**src/rtl/i2s_tx_sched.sv**
```systemverilog
// Per-frame stereo sample scheduler for i2s_tx: serves each rd_en request with one L/R pair
// from the runtime-selected source, with frame-aligned muting and timeout-driven underrun handling.
module i2s_tx_sched #(
    parameter int DW      = 24,
    parameter int NSRC    = 2,
    parameter int TIMEOUT = 16,
    parameter int UCNT_W  = 16
) (
    input  logic                    clk,
    input  logic                    rst,
    input  logic [$clog2(NSRC)-1:0] src_sel,
    input  logic                    mute,
    input  logic [NSRC*DW-1:0]      src_l,
    input  logic [NSRC*DW-1:0]      src_r,
    input  logic [NSRC-1:0]         src_valid,
    output logic [NSRC-1:0]         src_ready,
    input  logic                    rd_en,
    output logic                    rd_valid,
    output logic [DW-1:0]           l_sample,
    output logic [DW-1:0]           r_sample,
    output logic [$clog2(NSRC)-1:0] active_sel,
    output logic                    underrun,
    output logic [UCNT_W-1:0]       underrun_cnt
);

    localparam int SEL_W = $clog2(NSRC);
    localparam int TMR_W = $clog2(TIMEOUT);

    typedef enum logic [0:0] {
        S_IDLE = 1'b0,
        S_WAIT = 1'b1
    } state_t;

    state_t             state_r;
    state_t             state_nxt_s;
    logic [TMR_W-1:0]   timer_r;
    logic               mute_r;
    logic               accept_s;
    logic               hs_s;
    logic               timeout_s;
    logic               sel_valid_s;
    logic [SEL_W-1:0]   sel_clamp_s;
    logic [DW-1:0]      sel_l_s;
    logic [DW-1:0]      sel_r_s;

    // Selected-source data mux, request clamping and frame event decode
    always_comb begin
        sel_l_s     = src_l[DW*int'(active_sel) +: DW];
        sel_r_s     = src_r[DW*int'(active_sel) +: DW];
        sel_valid_s = src_valid[active_sel];
        // Out-of-range requests fall back to source 0 rather than an undefined slice
        if (int'(src_sel) < NSRC) begin
            sel_clamp_s = src_sel;
        end else begin
            sel_clamp_s = {SEL_W{1'b0}};
        end
        accept_s  = (state_r == S_IDLE) && rd_en;
        hs_s      = (state_r == S_WAIT) && sel_valid_s;
        timeout_s = (state_r == S_WAIT) && !sel_valid_s &&
                    (timer_r == TMR_W'(TIMEOUT - 1));
    end

    // Next-state logic: a frame ends on either a handshake or a timeout
    always_comb begin
        state_nxt_s = state_r;
        case (state_r)
            S_IDLE: begin
                if (accept_s) begin
                    state_nxt_s = S_WAIT;
                end else begin
                    state_nxt_s = S_IDLE;
                end
            end
            S_WAIT: begin
                if (hs_s || timeout_s) begin
                    state_nxt_s = S_IDLE;
                end else begin
                    state_nxt_s = S_WAIT;
                end
            end
            default: state_nxt_s = S_IDLE;
        endcase
    end

    // Pop strobe goes only to the latched source and only while waiting on it
    always_comb begin
        src_ready = {NSRC{1'b0}};
        if (state_r == S_WAIT) begin
            src_ready[active_sel] = 1'b1;
        end else begin
            src_ready = {NSRC{1'b0}};
        end
    end

    // State register
    always_ff @(posedge clk or posedge rst) begin
        if (rst) begin
            state_r <= S_IDLE;
        end else begin
            state_r <= state_nxt_s;
        end
    end

    // Frame datapath: latch selection/mute on accept, time the wait, register outputs
    always_ff @(posedge clk or posedge rst) begin
        if (rst) begin
            timer_r      <= {TMR_W{1'b0}};
            mute_r       <= 1'b0;
            active_sel   <= {SEL_W{1'b0}};
            rd_valid     <= 1'b0;
            underrun     <= 1'b0;
            l_sample     <= {DW{1'b0}};
            r_sample     <= {DW{1'b0}};
            underrun_cnt <= {UCNT_W{1'b0}};
        end else begin
            rd_valid <= hs_s || timeout_s;
            underrun <= timeout_s;
            if (accept_s) begin
                active_sel <= sel_clamp_s;
                mute_r     <= mute;
                timer_r    <= {TMR_W{1'b0}};
            end else if ((state_r == S_WAIT) && !hs_s && !timeout_s) begin
                timer_r <= timer_r + TMR_W'(1);
            end
            // Muted frames still consume the pair so sources stay frame-aligned
            if (hs_s) begin
                l_sample <= mute_r ? {DW{1'b0}} : sel_l_s;
                r_sample <= mute_r ? {DW{1'b0}} : sel_r_s;
            end else if (timeout_s) begin
                l_sample <= {DW{1'b0}};
                r_sample <= {DW{1'b0}};
            end
            if (timeout_s && (underrun_cnt != {UCNT_W{1'b1}})) begin
                underrun_cnt <= underrun_cnt + UCNT_W'(1);
            end
        end
    end

endmodule

```
**config.mk**
```make
export PLATFORM = sky130hd
export DESIGN_NAME = i2s_tx_sched
export DESIGN_NICKNAME = d
export VERILOG_FILES = /design/src/rtl/i2s_tx_sched.sv
export SDC_FILE = /design/constraint.sdc
export NUM_CORES = 1
export LEC_CHECK = 0
export BUFFER_PORTS_ARGS = -buffer_cell sky130_fd_sc_hd__buf_2
export CORE_ASPECT_RATIO = 0.7
export CORE_MARGIN = 5
export CORE_UTILIZATION = 49
export DETAILED_ROUTE_END_ITERATION = 16
export MAX_ROUTING_LAYER = met4
export PLACE_DENSITY = 0.9
export SETUP_SLACK_MARGIN = 0.05
export SYNTH_ARGS = -nofsm -noshare
export SYNTH_HDL_FRONTEND = slang
export SYNTH_SLANG_ARGS = --single-unit
```
**constraint.sdc**
```tcl
create_clock -name clk -period 6.5 [get_ports clk]
set_clock_uncertainty 0.05 [all_clocks]
set_input_delay 0.975 -clock clk [delete_from_list [all_inputs] [get_ports clk]]
set_output_delay 0.975 -clock clk [all_outputs]
set_load 0.05 [all_outputs]
```
# Word-level counts from Yosys, hierarchy flattened

Cells that the tools add are included.

Reductions and logical operators: 14
Equal/unequal tests: 2
Magnitude comparators: 2
$mul: 1
Mux-type cells: 15
Add/sub/neg operators: 2
Shift operators: 2
Bitwise operators: 1

Operator list:

| cell                  | count |
|---|---|
| $mux 24               | 5 |
| $shiftx 48x32->24     | 1 |
| $shiftx 48x7->24      | 1 |
| $add 16x1->16 const B | 1 |
| $ne 16x16->1 const B  | 1 |
| $logic_and 1x1->1     | 8 |
| $mux 4                | 2 |
| $mux 1                | 5 |
| $add 4x1->4 const B   | 1 |
| $eq 4x4->1 const B    | 1 |
| $reduce_bool 2->1     | 2 |
| $logic_not 1->1       | 3 |
| $mul 2x1->3 const A   | 1 |
| $lt 1x2->1 const B    | 1 |
| $mux 2                | 1 |
| $pmux 1 s2            | 1 |
| $demux 1 s1           | 1 |
| $ge 1x1->1 const B    | 1 |
| $logic_or 1x1->1      | 1 |
| $not 1->1             | 1 |

Bits in registers: 73
Logic and storage cells: 48
Input bits: 103
Output and inout port bits: 69

# Logic depth before layout (Yosys ltp)

Gate-level depths: netlist of the first run.

Word-level depth: 9
Mapped depth: 7
Gate-level depth less buffers: 5

# Worst setup path before layout of the first run

OpenSTA, ideal clock, no wires.

Kind: register -> output
Start: reg active_sel
End: out src_ready[0]
Setup slack: 3.706 ns
Required time: 5.475 ns
Cell stages (with the launch flop): 4
Arrival time: 1.769 ns
Buffers on the path: 2
Cell sequence: dfrtp_1 > buf_6 > clkbuf_1 > nor2b_1

Longest elaborated chain between the ends: 5
Elaborated cells between the ends (all ways): 6
Classes of those cells: 2 x order compare; 3 x mux; 1 x reduce/logical

RTL lines:

| item                                                                  | line | text |
|---|---|---|
| start: declaration                                                    | 21   | `output logic [$clog2(NSRC)-1:0] active_sel,` |
| start signal: assignment                                              | 109  | `active_sel <= {SEL_W{1'b0}};` |
| start signal: assignment                                              | 119  | `active_sel <= sel_clamp_s;` |
| $lt 1x2->1 (not written as such) / $ge 1x1->1 (equally long branches) | 89   | `src_ready[active_sel] = 1'b1;` |
| $logic_and 1x1->1 (not written as such)                               | 89   |  |
| $mux 1 (not written as such)                                          | 89   |  |
| $demux 1 s1 *                                                         | 89   |  |
| $mux 2 *                                                              | 88   | `if (state_r == S_WAIT) begin` |
| end: declaration                                                      | 16   | `output logic [NSRC-1:0] src_ready,` |

Mark *: on every way between the ends. The rest lies on a longest branch, timed or not.

# Worst setup path after layout of the first run

Start: reg active_sel
End: out src_ready[1]

The elaborated chain is that of the path after synthesis.

==> flow_metrics.tcl, run 1 <==
set metrics [dict create \
    outcome "finished clean" \
    grt_pass1_vias 2861 \
    place.gp.congestion 0.834 \
    p_leak_nw 2.52 \
    cp.arrival_ps 2110 \
    power_density_nw_per_um2 494 \
    synth_compound_area_frac 0.122 \
    synth-seq-area-share 0.531 \
    antenna_found_initial 0 \
    period_minus_slack_ps 3140 \
    htreeDepth 3 \
    grt_pass1_wl_um 13600 \
    syn_nets 379 \
    area_growth_pct 32.8 \
    wl_per_cell_um 16.1 \
    tns_ps 0 \
    finalMaxSlewViolations 0 \
    clk-insertion-delay-late_ps 340 \
    gr-usage-all-layers 0.203 \
    synthAdderAreaFrac 0.00727 \
    die-area_um2 8830 \
    cts-hold-fix-buffers 0 \
    clkTransAtPathRegs_ps 70 \
    cp_max_fo 38 \
    grt_overflow_total 0 \
    ios 172 \
    yosysWarnings 0 \
    cts_setup_buffers 0 \
    hp-class "register to register" \
    ys_types 30 \
    hold_viol 0 \
    cts_tree "built" \
    relSlewSlack 0.389 \
    fmax_mhz 319 \
    clock_sinks 73 \
    instances_no_fill 539 \
    use_met1 0.256 \
    synth-xor-area-share 0.0433 \
    fp.dieW_um 110 \
    cts_buffers 9 \
    syn-instance-count 274 \
    drive_gt1_frac 0.458 \
    ant_nets 0 \
    port-buffer-count 171 \
    vdd_ir_drop_max_mv 0.310 \
    cap_violations 0 \
    ctsResizeCount 0 \
    grt_max_degree 74 \
    nets 545 \
    power.total_w 0.00226 \
    synth-simple-area-share 0.0992 \
    synth_top_family_by_area "multiplexers" \
    start_util 0.507 \
    regToRegSetupSlack_ps 4210 \
    firstDrtPassIters 4 \
    use_met3 0.0482 \
    placementRows 25 \
    startpoint_type "register" \
    ys_ff_latch 73 \
    syn-cell-area_um2 3440 \
    dp_cells 523 \
    routed_wl_um 8690 \
    setup.worst_path.end_class "primary output" \
    busiest_layer "met2" \
    num_vias 2862 \
    die_h_um 80.1 \
    rsz0062_at_grt "no" \
    drtIter0Drc 82 \
    hold_slack_ps 435 \
    clock_path_buffers 2 \
    worst-endpoint-required_ps 5470 \
    via_per_inst 5.31 \
    fillers 521 \
    syn_avg_cell_area_um2 12.6 \
    cts-root-buf "clkbuf_8" \
    path_class "register to primary output" \
    worst_pin_slew_ps 913 \
    synth_mux_area_frac 0.163 \
    min_period_over_period 0.482 \
    core_area_um2 6790 \
    drc 0 \
    num_antenna_cells 0 \
    use_met2 0.321 \
    dp_hpwl_um 6520 \
    setup_viol 0 \
]
[sequential cells by signal, summed over array words and instances, names as in the netlist]
signal,cells
state_r,1
mute_r,1
l_sample,24
r_sample,24
active_sel,1
underrun_cnt,16
timer_r,4
underrun,1
rd_valid,1
[metal layers]
| metal | wire length [µm] | vias up |
|---|---|---|
| met5 | 0 | - |
| met4 | 129 | 0 |
| met3 | 663 | 16 |
| met2 | 4130 | 109 |
| met1 | 3770 | 1383 |
| li1 | - | 1354 |
[layout make-up]
class                           instances  area [µm²]  area share
Clock buffer                           11         151      0.0331
Clock inverter                          5        77.6      0.0170
Inverter                                3        11.3     0.00246
Multi-Input combinational cell        178        1500       0.328
Sequential cell                        73        1830       0.400
Tap cell                               94         118      0.0257
Timing Repair Buffer                  175         886       0.194
[logic make-up after synthesis]
logic type | Yosys count
AO/OA/AOI/OAI | 48
XOR/XNOR | 17
adder cells (fa/ha/maj) | 2
buffers and inverters | 23
flip-flops | 73
multiplexers | 54
AND/OR/NAND/NOR | 57
[metrics by stage]
| stage | utilization | setup slack (ps) | instance area [µm²] |
|---|---|---|---|
| after global placement | 0.640 | 3770 | 4340 |
| after global routing | 0.674 | 3240 | 4570 |
| after detailed placement | 0.640 | 3740 | 4340 |
| after CTS | 0.674 | 3340 | 4570 |
| final | 0.674 | 3360 | 4570 |
| after floorplan | - | 3620 | 3440 |
[synthesized netlist by cell type (all sizes together)]
cell     count  area, µm²
dfrtp       73       1830
mux2i       50        513
o2bb2ai     48        420
xor2        17        149
clkbuf      12       45.0
nand2        9       33.8
buf          8       61.3
nand4        8       50.1
nor4         8       68.8
nand3        7       47.6
nor2         6       22.5
and3         5       31.3
nor3         5       25.0
mux2         4       48.8
inv          3       11.3
ha           2       25.0
nor2b        2       12.5
and2         1       6.26
and4         1       8.76
nand2b       1       6.26
nor3b        1       7.51
or2          1       6.26
or3          1       6.26
or3b         1       8.76
[power breakdown]
group | total, W | internal (W) | switching [W]
Clock | 0.000396 | 0.000236 | 0.000160
Sequential | 0.000722 | 0.000611 | 0.000112
Combinational | 0.00114 | 0.000332 | 0.000810
[path summary, 6_finish.rpt]
path | endpoint | startpoint | cells past startpoint
setup / recovery | src_ready[1] | active_sel | 3
hold / removal | l_sample[17] | l_sample[17] | 1
setup reg to reg | underrun_cnt[1] | underrun_cnt[0] | 6
hold reg to reg | l_sample[17] | l_sample[17] | 1
max in group asynchronous | active_sel | rst | 3
min in group asynchronous | r_sample[8] | rst | 3
[worst max-delay path: stages, from the launching register on]
cell and delay (ps):
dfrtp_2 680, buf_4 590, and2_1 210, buf_2 260
[layout by cell type (no fill, tap or decap), drive strengths merged, types with 2 or more instances in the layout]
cell,n
and3,5
clkbuf,11
ha,2
mux2,4
nand2,9
dfrtp,73
o2bb2ai,48
nor4,8
nand4,8
nor2,6
clkinv,2
buf,175
xor2,17
inv,3
mux2i,50
nand3,7
bufinv,2
nor3,5
nor2b,2
Note: power is estimated with default switching activity, not from simulation.
==> run 2, diff against run 1 <==
Settings changed: CORE_UTILIZATION 49 to 46, PLACE_DENSITY 0.9 to 0.85.
Clock period 6.5 ns to 3.1 ns, I/O delays scaled along.
==> run 2 against run 1 <==
Clock power increased by 77%. Count of clock-buffer cells in the layout unchanged. Wire length increased by 0.31%. Core utilization decreased by 4.7 points. Power increased by 100%. Flip-flop and latch count unchanged. Setup slack got worse by 2700 ps. Critical path type unchanged. Worst hold slack got worse by 240 ps. Via count decreased by 1.5%. Sequential share of layout area about the same.
==> flow_metrics.tcl, run 2 (synthesis gave the netlist of run 1 again) <==
set metrics [dict create \
    cap_violations 0 \
    die_h_um 82.4 \
    grt_max_degree 50 \
    clock_sinks 73 \
    seq_area_um2 1830 \
    grt_pass1_vias 2811 \
    start_util 0.472 \
    fillers 603 \
    multi_input_area_um2 1500 \
    clock_path_buffers 2 \
    rsz0062_at_grt "no" \
    period_minus_slack_ps 2430 \
    final_cell_mix "buf_2, dfrtp_1, mux2i_1, o2bb2ai_1, xor2_1" \
    core_area_um2 7290 \
    final_common_cell "buf_2" \
    drc 0 \
    combinationalPowerShare 0.524 \
    setup.worst_path.end_class "primary output" \
    cts_buffers 9 \
    grt_overflow_total 0 \
    dp_hpwl_um 6690 \
    setup_viol 0 \
    worst_pin_slew_ps 958 \
    max_stage_delay_ps 610 \
    relSlewSlack 0.359 \
    startpoint_type "register" \
    cts-hold-fix-buffers 0 \
    path_class "register to primary output" \
    placementRows 26 \
    dp_cells 528 \
    die-area_um2 9340 \
    worst-endpoint-required_ps 2580 \
    num_vias 2820 \
    cts_setup_buffers 0 \
    drtIter0Drc 102 \
    p_leak_nw 2.51 \
    num_antenna_cells 0 \
    ios 172 \
    cts-root-buf "clkbuf_8" \
    switchingPower_w 0.00227 \
    drive_gt1_frac 0.455 \
    ctsResizeCount 0 \
    area_growth_pct 32.7 \
    worstPathCellList "buf_4, buf_2" \
    pwr-share-clk 0.151 \
    antenna_found_initial 0 \
    regToRegSetupSlack_ps 1020 \
    cts_tree "built" \
    cp_max_fo 44 \
    hp-class "primary input to async pin" \
    ant_nets 0 \
    nets 546 \
    p_seq_frac 0.325 \
    instances_no_fill 544 \
    clkTransAtPathRegs_ps 80 \
    crit_slowest_cell "buf_4" \
    hold_viol 0 \
    clk-insertion-delay-late_ps 340 \
    firstDrtPassIters 4 \
    routed_wl_um 8720 \
    grt_pass1_wl_um 14100 \
    top_regs "l_sample x24, r_sample x24, underrun_cnt x16" \
    p_int_w 0.00236 \
    place.gp.congestion 0.864 \
    tns_ps 0 \
    wl_per_cell_um 16.0 \
    fp.dieW_um 113 \
    vdd_ir_drop_max_mv 0.601 \
    finalMaxSlewViolations 0 \
    cp.arrival_ps 1920 \
    power_density_nw_per_um2 1010 \
    gr-usage-all-layers 0.198 \
    outcome "finished clean" \
    htreeDepth 3 \
    fmax_mhz 411 \
    port-buffer-count 171 \
    min_period_over_period 0.785 \
    via_per_inst 5.18 \
    swShare 0.490 \
]
run 2: cell types whose count changed in the layout (fill, tap and decap cells not counted):
cell       change
clkbuf_8       -2
buf_4          -1
clkbuf_1       +2
buf_12         +2
bufinv_16      -1
clkinv_4       +1
run 2: stage by stage:
stage	utilization	hold WS, ps	worst slack, ps	total power [W]	cell area [µm²]
floorplan	-	424	732	0.00339	3440
global placement	0.601	417	1060	0.00391	4380
detailed placement	0.601	423	1010	0.00397	4380
CTS	0.627	208	628	0.00469	4570
global route	0.627	261	519	0.00488	4570
finish	0.627	197	667	0.00463	4570
run 2: per-layer routing:
layer	part of all wire	wire length, µm	vias up	global-route usage
met1	0.45	3970	1325	0.260
met5	0	0	-	-
met4	0.0083	72	0	0.0492
met2	0.46	3990	126	0.307
li1	-	-	1360	-
met3	0.079	691	9	0.0546
run 2: area by class of cell:
cell class	count	share of cell area
clock buffers	11	0.0288
clock inverters	5	0.0123
inverters	3	0.00247
multi-input cells	178	0.328
flip-flops and latches	73	0.400
well taps	98	0.0268
repair buffers	176	0.201
run 2: power groups by stage:
| stage | combinational, W | sequential, W | clock, W |
|---|---|---|---|
| final | 0.00243 | 0.00150 | 0.000699 |
| after global routing | 0.00257 | 0.00155 | 0.000768 |
| after CTS | 0.00246 | 0.00150 | 0.000728 |
| after detailed placement | 0.00246 | 0.00151 | 0 |
| after global placement | 0.00240 | 0.00150 | 0 |
| after floorplan | 0.000876 | 0.00252 | 0 |
run 2: worst paths after layout:
path	start	to	cells after the start
max reg2reg	active_sel	l_sample[8]	4
min	rst	mute_r	2
min reg2reg	l_sample[17]	l_sample[17]	1
min in group clk	mute	mute_r	2
max in group asynchronous	rst	r_sample[5]	3
max	active_sel	active_sel	2
run 2: worst max-delay path, delay by kind of cell, from the launching register on:
kind / cells / cell delay, ps
flip-flops: 1 / 540
buffers and inverters: 2 / 1000
